`config.mk`:
```
export PLATFORM = sky130hd
export DESIGN_NAME = inst_loader
export DESIGN_NICKNAME = d
export VERILOG_FILES = /design/src/rtl/inst_loader.sv
export SDC_FILE = /design/constraint.sdc
export NUM_CORES = 1
export LEC_CHECK = 0
export ABC_AREA = 0
export BUFFER_PORTS_ARGS = -buffer_cell sky130_fd_sc_hd__buf_2
export CORE_MARGIN = 2
export CORE_UTILIZATION = 40
export CTS_CLUSTER_DIAMETER = 200
export DETAILED_ROUTE_END_ITERATION = 16
export PLACE_DENSITY = 0.6
export SLEW_MARGIN = 10
export SYNTH_ARGS = -nofsm -noshare
export SYNTH_HDL_FRONTEND = slang
export SYNTH_SLANG_ARGS = --single-unit
```
`constraint.sdc`:
```
create_clock -name clk -period 2 [get_ports clk]
set_clock_uncertainty 0.2 [all_clocks]
set_input_delay 0.2 -clock clk [delete_from_list [all_inputs] [get_ports clk]]
set_output_delay 0.2 -clock clk [all_outputs]
set_load 0.01 [all_outputs]
```
`src/rtl/inst_loader.sv`:
```
// Boot loader for the mips_pipeline instruction memory: takes a framed byte stream,
// writes big-endian words from address 0, verifies an XOR checksum and gates cpu_rst.
//
// state   | meaning
// HDR_HI  | waiting for word-count high byte
// HDR_LO  | waiting for word-count low byte, range-check count
// DATA    | assembling 4-byte words, one write per completed word
// CKSUM   | waiting for checksum byte, compare to running XOR
// DONE    | load good, pipeline released, stream ignored
// ERR     | load aborted, pipeline held in reset, stream ignored
module inst_loader #(
   parameter int ADDR_W    = 10,
   parameter int MEM_DEPTH = 1024
) (
   input  logic              clk,
   input  logic              rst,
   input  logic [7:0]        byte_in,
   input  logic              byte_valid,
   output logic              byte_ready,
   input  logic              reload,
   output logic [ADDR_W-1:0] mem_address,
   output logic [31:0]       mem_data,
   output logic              mem_wren,
   output logic              cpu_rst,
   output logic              done,
   output logic              error
);

   typedef enum logic [2:0] {
      S_HDR_HI,
      S_HDR_LO,
      S_DATA,
      S_CKSUM,
      S_DONE,
      S_ERR
   } state_t;

   localparam logic [16:0] DEPTH_L = 17'(MEM_DEPTH);

   state_t            state_q, state_d;
   logic [15:0]       count_q, count_d;
   logic [1:0]        bcnt_q, bcnt_d;
   logic [ADDR_W:0]   wcnt_q, wcnt_d;
   logic [7:0]        xor_q, xor_d;
   logic [23:0]       asm_q, asm_d;
   logic              wren_q, wren_d;
   logic [ADDR_W-1:0] addr_q, addr_d;
   logic [31:0]       data_q, data_d;

   logic [ADDR_W:0]   wcnt_inc;
   logic [15:0]       count_full;

   // word counter is one bit wider than the address so it can reach MEM_DEPTH
   assign wcnt_inc   = wcnt_q + 1'b1;
   assign count_full = {count_q[15:8], byte_in};

   always_comb begin
      state_d    = state_q;
      count_d    = count_q;
      bcnt_d     = bcnt_q;
      wcnt_d     = wcnt_q;
      xor_d      = xor_q;
      asm_d      = asm_q;
      wren_d     = 1'b0;
      addr_d     = addr_q;
      data_d     = data_q;
      byte_ready = 1'b0;
      case (state_q)
         S_HDR_HI: begin
            byte_ready = 1'b1;
            if (byte_valid) begin
               count_d[15:8] = byte_in;
               xor_d         = xor_q ^ byte_in;
               state_d       = S_HDR_LO;
            end
         end
         S_HDR_LO: begin
            byte_ready = 1'b1;
            if (byte_valid) begin
               count_d[7:0] = byte_in;
               xor_d        = xor_q ^ byte_in;
               if ({1'b0, count_full} > DEPTH_L)
                  state_d = S_ERR;
               else if (count_full == 16'd0)
                  state_d = S_CKSUM;
               else
                  state_d = S_DATA;
            end
         end
         S_DATA: begin
            byte_ready = 1'b1;
            if (byte_valid) begin
               xor_d  = xor_q ^ byte_in;
               bcnt_d = bcnt_q + 2'd1;
               asm_d  = {asm_q[15:0], byte_in};
               if (bcnt_q == 2'd3) begin
                  wren_d = 1'b1;
                  data_d = {asm_q, byte_in};
                  addr_d = wcnt_q[ADDR_W-1:0];
                  wcnt_d = wcnt_inc;
                  // last word: the write lands while already in CKSUM
                  if (16'(wcnt_inc) == count_q)
                     state_d = S_CKSUM;
               end
            end
         end
         S_CKSUM: begin
            byte_ready = 1'b1;
            if (byte_valid)
               state_d = (byte_in == xor_q) ? S_DONE : S_ERR;
         end
         S_DONE, S_ERR: begin
            if (reload) begin
               state_d = S_HDR_HI;
               count_d = '0;
               bcnt_d  = '0;
               wcnt_d  = '0;
               xor_d   = '0;
               asm_d   = '0;
            end
         end
         default: state_d = S_HDR_HI;
      endcase
   end

   always_ff @(posedge clk) begin
      if (rst) begin
         state_q <= S_HDR_HI;
         count_q <= '0;
         bcnt_q  <= '0;
         wcnt_q  <= '0;
         xor_q   <= '0;
         asm_q   <= '0;
         wren_q  <= 1'b0;
         addr_q  <= '0;
         data_q  <= '0;
      end else begin
         state_q <= state_d;
         count_q <= count_d;
         bcnt_q  <= bcnt_d;
         wcnt_q  <= wcnt_d;
         xor_q   <= xor_d;
         asm_q   <= asm_d;
         wren_q  <= wren_d;
         addr_q  <= addr_d;
         data_q  <= data_d;
      end
   end

   assign mem_wren    = wren_q;
   assign mem_address = addr_q;
   assign mem_data    = data_q;
   assign done        = (state_q == S_DONE);
   assign error       = (state_q == S_ERR);
   assign cpu_rst     = (state_q != S_DONE);

endmodule

```
==> results.cfg <==
[floorplanning]
ios = 59
coreArea_sq_um = 11300
num_rows = 39
die_width_microns = 111
dieArea_sq_um = 12300
fp.dieH_microns = 111
initial_utilization_pct = 40.5

[critical_path]
endpoint = state_q[0]
crit_start = count_q[15]
worst_r2r_path_depth = 6
arrival_ns = 2.04
ff2ff_setup_slack_ns = 0.01
critical_path.max_fanout = 2
worst-setup-path-type = flip-flop to flip-flop
end_kind = flip-flop
slowest_delay_ns = 0.55
path_cells = or4_4 -> a2111oi_4 -> nand4_1 -> nor4_2 -> nand4b_1 -> a311oi_1
slowest_stage = or4_4
critPathLaunchType = flip-flop
reg2reg_to = state_q[0]
reg2reg_from = count_q[15]
worstPathRequired_ns = 2.06

[clock_tree]
cts_buffers = 9
htreeDepth = 3
cts_buffer_depth = 2
clockRootBuffer = clkbuf_16
post_cts_buffers = 0
worst_skew_pair.late_latency_ns = 0.34
cts_tree = built
cts.clk_slew.worst_paths_ns = 0.07
cts_sinks = 107

[synthesis]
synth_nets = 583
ys_seq_area_share_pct = 46.9
synthFlopType = dfxtp_1
synth.avg_cell_area_sq_um = 8.03
yosys_register_bits = 107
synth_area_sq_um = 4570
synth-edff-count = 0
ys_warn_count = 0
async_flop_share_pct = 0
synth.distinct_cells = 46
syn_inst = 569

[global_route]
grt_pass1_wl_microns = 19300
grt_pass1_vias = 4029
grt_max_degree = 39
antenna_found_initial = 0
grt_overflow = 0
grt_util_all_layers_pct = 19.1

[power_and_ir_drop]
ir_drop_mv = 0.515
p_leak_nw = 2.08
p_per_area_nw_per_um2 = 787

[sta]
hold_viol_final = 0
fin_crit_sh_pct = 99.3
min_period_ns = 1.99
worstMarginPinSlew_ns = 0.517
relSlewSlack_pct = 65.5
setup_viol = 0
worst_hold_slack_ns = 0.0186
rsz0062_at_grt = true
drv_slew = 0
worst_slack_ns = 0.0147
fmax_mhz = 504

[hold_path]
hold_start = byte_in[1]
min_path_type = input port to flip-flop

[routing]
wl_per_cell_microns = 15.0
vias = 4232
drc = 0
dr.pass1.iters = 4
drt-total-wl_microns = 11600
ant_nets = 0
drt_iter0_markers = 206
via_per_inst = 5.45

[placement]
gp_congestion = 0.917
dp_slack_ns = -0.0692
hpwl_microns = 8080
dp.cells = 757
placed_cell_area_sq_um = 5170
port_buffers = 58

[finish]
areaGrowthSynthToFinish_pct = 20.8
fill_cells = 1071
fin_area_sq_um = 5520
diodes = 0
final_cell_mix = dfxtp_1 (105), nand2_1 (101), a21oi_1 (77)
fin_cells = 776
final_common_cell = dfxtp_1
layout-drive-gt1-share_pct = 20.1
layout.nets = 642

[status]
status = completed

[job]
max_cap_violations = 0
power breakdown:
part | internal, mW | switching (mW) | leakage (nW)
logic | 0.159 | 0.238 | 1.06
registers | 2.17 | 0.0429 | 0.866
clock network | 0.931 | 0.803 | 0.146
total | 3.26 | 1.08 | 2.08
synth_stat cells, types with 2 or more instances:
cell | number | area share, %
nor2b_1 | 6 | 0.82
inv_1 | 4 | 0.33
or4_1 | 2 | 0.33
o21ai_0 | 21 | 2.3
nand2_1 | 101 | 8.3
a31oi_1 | 2 | 0.27
xor2_1 | 6 | 1.1
a211oi_1 | 2 | 0.33
a22oi_1 | 9 | 1.5
nand4_1 | 4 | 0.55
ha_1 | 2 | 0.55
and2_1 | 2 | 0.27
nor2_1 | 66 | 5.4
a21oi_1 | 77 | 8.4
or3_1 | 4 | 0.55
clkbuf_1 | 37 | 3.0
xnor2_1 | 14 | 2.7
nand3b_1 | 11 | 1.8
nand3_1 | 18 | 2.0
nor3_1 | 5 | 0.55
dfxtp_1 | 107 | 47
a32oi_1 | 25 | 4.8
buf_2 | 14 | 1.5
nor4_1 | 5 | 0.68
and3_1 | 4 | 0.55
worst max-delay path: cells and delay by family (launching register included):
family          cells  cell delay (ns)
compound gates      2             0.41
flops               1             0.32
simple gates        4             0.98
final cells by class:
class                           count  area, sq um  area share [%]
Tap cell                          143          179            3.24
Inverter                            4         15.0           0.272
Multi-Input combinational cell    406         2230            40.4
Sequential cell                   107         2140            38.8
Timing Repair Buffer              100          653            11.8
Clock buffer                       11          253            4.58
Clock inverter                      5         43.8           0.793
flip-flops by register name, indices dropped and copies added (netlist names):
register,count
bcnt_q,2
state_q,3
count_q,16
wcnt_q,11
mem_data,32
mem_wren,1
mem_address,10
xor_q,8
asm_q,24
through the flow:
step                      setup TNS, ns  total power, mW  utilization, %
after floorplan                       0             2.52               -
after global placement          -0.0270             2.64            45.9
after detailed placement        -0.0692             2.65            45.9
after CTS                       -0.0175             4.39            48.9
after global routing             -0.106             4.52            49.0
final                                 0             4.35            49.0
cells by family after synthesis:
kind of cell | count (synthesis) | synth area share (%)
simple gates | 235 | 23.1
compound gates | 148 | 20.4
flops | 107 | 46.9
buf+inv | 56 | 5.01
xor+xnor | 20 | 3.83
fa+ha+maj | 2 | 0.547
mux | 1 | 0.246
metal layers:
metal  vias up  GRT usage [%]  routed length, microns
met1      2022           23.5                    5120
met5         -              0                       0
met4         0           6.67                     114
li1       2095              -                       -
met2       103           32.5                    5880
met3        12           4.76                     526
worst min-delay path by stage:
stage	endpoint	slack [ns]	cells after the start
final	mem_data[1]	0.02	3
after detailed placement	mem_data[30]	0.24	2
after global routing	mem_data[2]	0.02	3
after CTS	mem_data[1]	0.0005	3
after floorplan	state_q[2]	0.20	3
after global placement	mem_address[6]	0.24	2
timing repair:
action,4_1_cts,5_1_grt
gates resized for setup,2,2
pin swaps,3,2
endpoints found under the hold margin,2,1
hold buffers,2,1
setup endpoints to repair,1,15
Note: power is estimated with default switching activity, not from simulation.
